File: src/rtl/serial_shift_unit.sv
// rtl/serial_shift_unit.sv - multi-cycle shifter, STEP bits per clock; rotate-right enabled by SERIAL_SHIFT_ROTATE_EN
module serial_shift_unit #(
   parameter int WORD_LENGTH = 32,
   parameter int SHAMT_BITS  = 5,
   parameter int STEP        = 1
) (
   input  logic                   clk,
   input  logic                   reset,
   input  logic                   Start,
   input  logic [1:0]             ShiftOp,
   input  logic [WORD_LENGTH-1:0] DataInput,
   input  logic [WORD_LENGTH-1:0] ShamtInput,
   output logic                   Busy,
   output logic                   Done,
   output logic [WORD_LENGTH-1:0] ShiftResult
);

   typedef enum logic [1:0] {
      IDLE  = 2'd0,
      SHIFT = 2'd1,
      DONE  = 2'd2
   } stateType;

   localparam logic [SHAMT_BITS-1:0] STEP_COUNT = SHAMT_BITS'(STEP);

   stateType               state;
   stateType               nextState;
   logic [WORD_LENGTH-1:0] workReg;
   logic [WORD_LENGTH-1:0] nextWork;
   logic [WORD_LENGTH-1:0] shiftedWork;
   logic [SHAMT_BITS-1:0]  countReg;
   logic [SHAMT_BITS-1:0]  nextCount;
   logic [SHAMT_BITS-1:0]  acceptCount;
   logic [SHAMT_BITS-1:0]  stepAmt;
   logic [1:0]             opReg;
   logic [1:0]             nextOp;

   // The extended shamt word only carries a count in its low field.
   logic unusedShamtBits;
   assign unusedShamtBits = ^ShamtInput[WORD_LENGTH-1:SHAMT_BITS];

   // Count loaded at acceptance; an unsupported op collapses to a pass-through.
   always_comb begin
      acceptCount = ShamtInput[SHAMT_BITS-1:0];
`ifndef SERIAL_SHIFT_ROTATE_EN
      if (ShiftOp == 2'b11) begin
         acceptCount = '0;
      end
`endif
   end

   // Clip this cycle's step to the remaining count so the count never underflows.
   always_comb begin
      stepAmt = (countReg < STEP_COUNT) ? countReg : STEP_COUNT;
   end

   // One step of the latched operation applied to the work register.
   always_comb begin
      shiftedWork = workReg;
      case (opReg)
         2'b00:   shiftedWork = workReg << stepAmt;
         2'b01:   shiftedWork = workReg >> stepAmt;
         2'b10:   shiftedWork = WORD_LENGTH'($signed(workReg) >>> stepAmt);
`ifdef SERIAL_SHIFT_ROTATE_EN
         2'b11:   shiftedWork = (workReg >> stepAmt)
                              | (workReg << (WORD_LENGTH - int'(stepAmt)));
`endif
         default: shiftedWork = workReg;
      endcase
   end

   // Next-state, next-datapath and handshake outputs.
   always_comb begin
      nextState = state;
      nextWork  = workReg;
      nextCount = countReg;
      nextOp    = opReg;
      Busy      = (state != IDLE);
      Done      = 1'b0;
      case (state)
         IDLE: begin
            if (Start) begin
               nextWork  = DataInput;
               nextCount = acceptCount;
               nextOp    = ShiftOp;
               nextState = (acceptCount == '0) ? DONE : SHIFT;
            end
         end
         SHIFT: begin
            nextWork  = shiftedWork;
            nextCount = countReg - stepAmt;
            if (countReg == stepAmt) begin
               nextState = DONE;
            end
         end
         DONE: begin
            Done      = 1'b1;
            nextState = IDLE;
         end
         default: nextState = IDLE;
      endcase
   end

   // State register; reset aborts any in-flight operation.
   always_ff @(posedge clk or negedge reset) begin
      if (!reset) begin
         state <= IDLE;
      end else begin
         state <= nextState;
      end
   end

   // Datapath registers; the result is captured only on entry to DONE.
   always_ff @(posedge clk or negedge reset) begin
      if (!reset) begin
         workReg     <= '0;
         countReg    <= '0;
         opReg       <= 2'b00;
         ShiftResult <= '0;
      end else begin
         workReg  <= nextWork;
         countReg <= nextCount;
         opReg    <= nextOp;
         if (nextState == DONE && state != DONE) begin
            ShiftResult <= nextWork;
         end
      end
   end

endmodule

File: config.mk
export PLATFORM = sky130hd
export DESIGN_NAME = serial_shift_unit
export DESIGN_NICKNAME = d
export VERILOG_FILES = /design/src/rtl/serial_shift_unit.sv
export SDC_FILE = /design/constraint.sdc
export NUM_CORES = 1
export LEC_CHECK = 0
export CORE_ASPECT_RATIO = 0.6
export CORE_MARGIN = 3
export CORE_UTILIZATION = 50
export DETAILED_ROUTE_END_ITERATION = 10
export GPL_TIMING_DRIVEN = 0
export HOLD_SLACK_MARGIN = 0.15
export MAX_ROUTING_LAYER = met4
export PLACE_DENSITY = 0.81
export SYNTH_ARGS = -nofsm -noshare
export SYNTH_HDL_FRONTEND = slang
export SYNTH_SLANG_ARGS = --single-unit
File: constraint.sdc
create_clock -name clk -period 3.2 [get_ports clk]
set_input_delay 0.64 -clock clk [delete_from_list [all_inputs] [get_ports clk]]
set_output_delay 0.64 -clock clk [all_outputs]
set_load 0.01 [all_outputs]
---- After elaboration in Yosys (flattened, before gate mapping) ----
Cells that the tools add are included.
storage, ports and cells
  input port bits ......................... 69
  register bits ........................... 73
  logic and storage cells ................. 39
operators by class
  reduce and logical (&&, ||, !) cells .... 8
  shift-type cells ........................ 3
  multiplexer cells ....................... 12
  order comparisons ....................... 1
  equality and inequality tests ........... 9
  add/sub/neg operators ................... 1
operators with widths
  kind                                                number
  one-hot mux 32 bit (3 select lines)                 1
  one-hot mux 32 bit (2 select lines)                 1
  2-to-1 mux 32 bit                                   1
  left shift 32 x 5 -> 32 bit                         1
  >> shifter 32 x 5 -> 32 bit                         1
  >>> shifter 32 x 5 -> 32 bit                        1
  2-to-1 mux 5 bit                                    3
  one-hot mux 5 bit (2 select lines)                  1
  == test 2 bit, second input constant                4
  2-to-1 mux 2 bit                                    3
  == test 5 bit                                       1
  zero test 5 bit                                     1
  < comparator 5 x 1 -> 1 bit, second input constant  1
  subtractor 5 bit                                    1
  == test 2 x 1 -> 1 bit, second input constant       2
  zero test 2 bit                                     2
  != test 2 bit, second input constant                2
  one-hot mux 2 bit (2 select lines)                  1
  AND reduction 2 bit                                 2
  nonzero test 2 bit                                  2
  logical AND 1 bit                                   1
  2-to-1 mux 1 bit                                    1

---- Logic depth before layout (Yosys ltp) ----
  depth in word-level cells ............... 8
  depth in mapped cells ................... 10

---- Worst setup path after synthesis ----
OpenSTA, ideal clock, no wires.
  path type ............................... register to register
  start point ............................. register countReg[4]
  end point ............................... register ShiftResult[0]
  setup time .............................. 125 ps
  setup slack ............................. 606 ps
  clock period less this slack ............ 2,594 ps
  buffers on the path ..................... 1
  data arrival time ....................... 2,469 ps
  cell stages (with the launch flop) ...... 11
  path through ............................ dfrtp_1 -> nor4_1 -> nor2_1 -> inv_1 -> ha_1 -> or4b_2 -> o22ai_1 -> a21oi_1 -> inv_2 -> buf_4 -> mux2_2
between the ends
  longest elaborated chain between the ends .. 7
  elaborated cells between the ends (all ways) .. 12
  those cells by class .................... order compare (1); eq/ne (2); shift (3); mux (5); reduce/logical (1)
RTL lines
  what                                                                                 RTL line  RTL
  start, declared                                                                      31        logic [SHAMT_BITS-1:0] countReg;
  start signal, assigned                                                               122       countReg <= nextCount;
  parallel branches: the longest is 7 deep, another holds < comparator 5 x 1 -> 1 bit  --
  end signal, assigned                                                                 125       ShiftResult <= nextWork;
  end, declared                                                                        15        output logic [WORD_LENGTH-1:0] ShiftResult
Several ways; the timed one is not identified.
A chain may end at the register's enable or synchronous reset.

---- Final worst setup path ----
  start point ............................. register countReg[3]
  end point ............................... register ShiftResult[1]
The elaborated chain is that of the path after synthesis.

==> impl_metrics.prom <==
# TYPE chip_impl_metric gauge
chip_impl_metric{name="timing_hold_violations_final",unit=""} 0
chip_impl_metric{name="numPortBuffers",unit=""} 75
chip_impl_metric{name="crit_required",unit="ns"} 3.42
chip_impl_metric{name="sw_frac_of_total",unit="%"} 44.6
chip_impl_metric{name="core_area",unit="um2"} 8040
chip_impl_metric{name="route.vias.total",unit=""} 4048
chip_impl_metric{name="max_cap_viol_count",unit=""} 0
chip_impl_info{name="path_class",value="register to register"} 1
chip_impl_info{name="min-delay-path-class",value="input pin to asynchronous set/reset pin"} 1
chip_impl_metric{name="n_fill_cell",unit=""} 633
chip_impl_metric{name="antenna_found_initial",unit=""} 0
chip_impl_metric{name="detail_route.wirelength",unit="um"} 13500
chip_impl_metric{name="synth-async-reset-ratio",unit="%"} 100
chip_impl_metric{name="sequential_to_total_area_share_from_yosys_stat",unit="%"} 43.2
chip_impl_info{name="rsz_0062_raised_after_global_routing",value="no"} 1
chip_impl_metric{name="period_needed",unit="ns"} 3.02
chip_impl_metric{name="final-max-slew-violation-count",unit=""} 0
chip_impl_metric{name="worstSkewPairLatency",unit="ns"} 0.34
chip_impl_metric{name="internal_power",unit="uW"} 3620
chip_impl_metric{name="design.die.area",unit="um2"} 9640
chip_impl_metric{name="final_nets",unit=""} 571
chip_impl_metric{name="ys_ff_latch",unit=""} 73
chip_impl_metric{name="finalClockSkew",unit="ns"} 0.00490
chip_impl_metric{name="relSlewSlack",unit="%"} 53.1
chip_impl_metric{name="timing.final.crit_share",unit="%"} 94.4
chip_impl_info{name="top_routing_layer_in_use",value="met4"} 1
chip_impl_metric{name="fp-row-count",unit=""} 25
chip_impl_info{name="startpoint_type",value="register"} 1
chip_impl_metric{name="pwr-share-seq",unit="%"} 30.3
chip_impl_metric{name="postRouteAntennaNets",unit=""} 0
chip_impl_metric{name="power.net_switching",unit="uW"} 2910
chip_impl_metric{name="cp.arrival",unit="ns"} 3.24
chip_impl_metric{name="synth_cells",unit=""} 413
chip_impl_metric{name="global_route.overflow_total",unit=""} 0
chip_impl_metric{name="avgViaCountPerCell",unit=""} 6.61
chip_impl_metric{name="grt.total_usage",unit="%"} 29.6
chip_impl_metric{name="fin_area",unit="um2"} 5430
chip_impl_info{name="synth_area_leaders",value="sky130_fd_sc_hd__dfrtp_1 (43%), sky130_fd_sc_hd__mux2_2 (14%), sky130_fd_sc_hd__o221ai_1 (5.6%), sky130_fd_sc_hd__a22oi_1 (5.5%), sky130_fd_sc_hd__o22ai_1 (4.1%)"} 1
chip_impl_metric{name="routed-wl-met3",unit="um"} 1530
chip_impl_info{name="synth_most_common_cell",value="sky130_fd_sc_hd__dfrtp_1"} 1
chip_impl_metric{name="layout-drive-gt1-share",unit="%"} 17.7
chip_impl_metric{name="effective_utilization_at_floorplan",unit="%"} 52.6
chip_impl_metric{name="dpl-instance-area",unit="um2"} 5140
chip_impl_metric{name="boundaryPins",unit=""} 103
chip_impl_info{name="synth_top_area_cell",value="sky130_fd_sc_hd__dfrtp_1"} 1
chip_impl_info{name="commonest_cells_in_the_netlist",value="sky130_fd_sc_hd__dfrtp_1 (73), sky130_fd_sc_hd__mux2_2 (52), sky130_fd_sc_hd__a22oi_1 (31)"} 1
chip_impl_metric{name="post_cts_setup_buffer_count",unit=""} 0
chip_impl_metric{name="tritoncts_num_sinks",unit=""} 73
chip_impl_metric{name="syn_area",unit="um2"} 4230
chip_impl_metric{name="synth.top_cell.area_share",unit="%"} 43.2
chip_impl_metric{name="drt-wirelength-per-cell",unit="um"} 22.1
chip_impl_metric{name="final.setup.tns",unit="ns"} 0
chip_impl_metric{name="setup_viol",unit=""} 0
chip_impl_metric{name="areaGrowthSynthToFinish",unit="%"} 28.3
chip_impl_metric{name="synth_nets",unit=""} 484
chip_impl_metric{name="firstDrtPassIters",unit=""} 5
chip_impl_metric{name="power.share.clock",unit="%"} 14.1
chip_impl_metric{name="cts-root-to-sink-buffers",unit=""} 2
chip_impl_metric{name="ys_types",unit=""} 48
chip_impl_metric{name="cts-buffers-inserted",unit=""} 9
chip_impl_metric{name="routabilityCongestion",unit=""} 0.962
chip_impl_info{name="tritoncts",value="yes"} 1
chip_impl_metric{name="grt_start_max_net_pins",unit=""} 46
chip_impl_metric{name="grt_pass1_vias",unit=""} 3898
chip_impl_metric{name="maxClockFrequency",unit="MHz"} 331
chip_impl_metric{name="routedLengthMet1",unit="um"} 6310
chip_impl_metric{name="timing_worst_slew_pin_value",unit="ns"} 0.698
chip_impl_metric{name="crit_path_max_fanout",unit=""} 10
chip_impl_info{name="synth-main-ff-cell",value="sky130_fd_sc_hd__dfrtp_1"} 1
chip_impl_metric{name="p_leak",unit="uW"} 0.00214
chip_impl_metric{name="irDropWorstVdd",unit="uV"} 589
chip_impl_info{name="critical_path.endpoint_type",value="register"} 1
chip_impl_metric{name="grt_pass1_wl",unit="um"} 21600
chip_impl_metric{name="detailed_routed_wire_length_on_met2",unit="um"} 5540
chip_impl_metric{name="power_density",unit="nW/um2"} 1200
chip_impl_metric{name="die_w",unit="um"} 125
chip_impl_metric{name="yosysWarningCount",unit=""} 0
chip_impl_metric{name="power.share.combinational",unit="%"} 55.6
chip_impl_info{name="status",value="finished clean"} 1
chip_impl_metric{name="htree_levels",unit=""} 3
chip_impl_info{name="clock_tree.root_cell",value="sky130_fd_sc_hd__clkbuf_16"} 1
chip_impl_metric{name="n_antenna_cell",unit=""} 0
chip_impl_metric{name="dpl.hpwl",unit="um"} 9740
chip_impl_metric{name="remaining_drc_errors",unit=""} 0
chip_impl_metric{name="die_h",unit="um"} 77.3
chip_impl_metric{name="clk_pin_slew",unit="ns"} 0.06
chip_impl_metric{name="synth_area_per_cell",unit="um2"} 10.2
chip_impl_metric{name="synth-edff-count",unit=""} 0
chip_impl_metric{name="detailedRoute.firstIterationViolations",unit=""} 611
[flip-flops by register name, indices dropped and copies added (netlist names)]
name	flops
workReg	32
state	2
countReg	5
opReg	2
ShiftResult	32
[final timing paths]
kind                                 startpoint         endpoint  slack, ns  cells after the start
worst max-delay path                countReg[3]   ShiftResult[1]       0.18                     10
worst min-delay path                      reset  ShiftResult[29]       0.23                      1
worst max register to register      countReg[3]   ShiftResult[1]       0.18                     10
worst min register to register  ShiftResult[12]  ShiftResult[12]       0.48                      2
max in group asynchronous                 reset       workReg[1]       2.42                      2
min in group clk                ShiftResult[12]  ShiftResult[12]       0.48                      2
[cell usage in the layout, fill, tap and decap left out, drive strengths merged, types with 2 or more instances in the layout]
cell	n
o22ai	28
inv	9
nand3	2
nand2b	3
a2bb2oi	2
nor2	16
nand4	4
clkinvlp	3
or4	2
a22o	19
or4b	2
a21oi	12
ha	2
o21ai	42
a211oi	3
clkinv	2
nor2b	6
clkbuf	34
nand2	18
buf	14
a22oi	31
o221ai	27
nor3	4
o31ai	2
dfrtp	73
clkdlybuf4s50	74
mux2	54
nor3b	2
o41ai	2
[cells by family (layout without fill, tap and decap cells)]
| logic type | count (synthesis) | count (layout) | synth area share [%] |
|---|---|---|---|
| adders and majority gates | 2 | 2 | 0.591 |
| muxes | 55 | 55 | 14.6 |
| DFF | 73 | 73 | 43.2 |
| and+or+nand+nor | 63 | 63 | 7.69 |
| AOI/OAI and AO/OA | 175 | 175 | 29.1 |
| buffers and inverters | 45 | 136 | 4.79 |
[power groups by stage]
stage,Clock [uW],Combinational [uW],Sequential [uW]
finish,921,3630,1980
global route,982,3900,2050
CTS,934,3550,1940
detailed placement,0,3530,1950
global placement,0,3430,1920
floorplan,0,2250,1890
[final cells by class]
cell class / instances / area, um2 / share of cell area, %
clock inverters: 6 / 45.0 / 0.830
inverters: 8 / 30.0 / 0.553
clock buffers: 9 / 225 / 4.15
flip-flops and latches: 73 / 1830 / 33.7
repair buffers: 76 / 776 / 14.3
well taps: 108 / 135 / 2.49
multi-input cells: 295 / 2220 / 40.8
plain buffers: 37 / 173 / 3.18
[stage by stage]
stage / instances / hold slack (ns) / total power, uW / utilization [%] / setup WS, ns
floorplan: 413 / 0.344 / 4140 / - / 0.606
global placement: 596 / 0.463 / 5350 / 63.6 / -1.02
detailed placement: 597 / 0.470 / 5480 / 64.0 / 0.0558
CTS: 612 / 0.236 / 6430 / 67.3 / 0.0222
global route: 612 / 0.256 / 6930 / 67.5 / 0.0684
finish: 612 / 0.233 / 6530 / 67.5 / 0.180
[repair_timing]
action	in CTS	in global routing
hold buffers	0	0
setup endpoints to repair	0	29
resized for setup	0	2
endpoints found under the hold margin	0	0
[critical path, stage by stage, from the launching register on]
cell	delay (ns)
sky130_fd_sc_hd__dfrtp_1	0.47
sky130_fd_sc_hd__nor4_4	0.35
sky130_fd_sc_hd__nor2_1	0.17
sky130_fd_sc_hd__inv_1	0.09
sky130_fd_sc_hd__ha_1	0.15
sky130_fd_sc_hd__or4b_2	0.61
sky130_fd_sc_hd__o22ai_1	0.15
sky130_fd_sc_hd__a21oi_1	0.13
sky130_fd_sc_hd__inv_2	0.19
sky130_fd_sc_hd__buf_4	0.23
sky130_fd_sc_hd__mux2_2	0.36
[routing by layer]
layer,GRT usage (%),up-vias
li1,-,1806
met1,44.0,1952
met2,39.9,271
met3,7.79,19
met4,7.33,0
met5,-,-
Power figures use the tool's default switching activity.
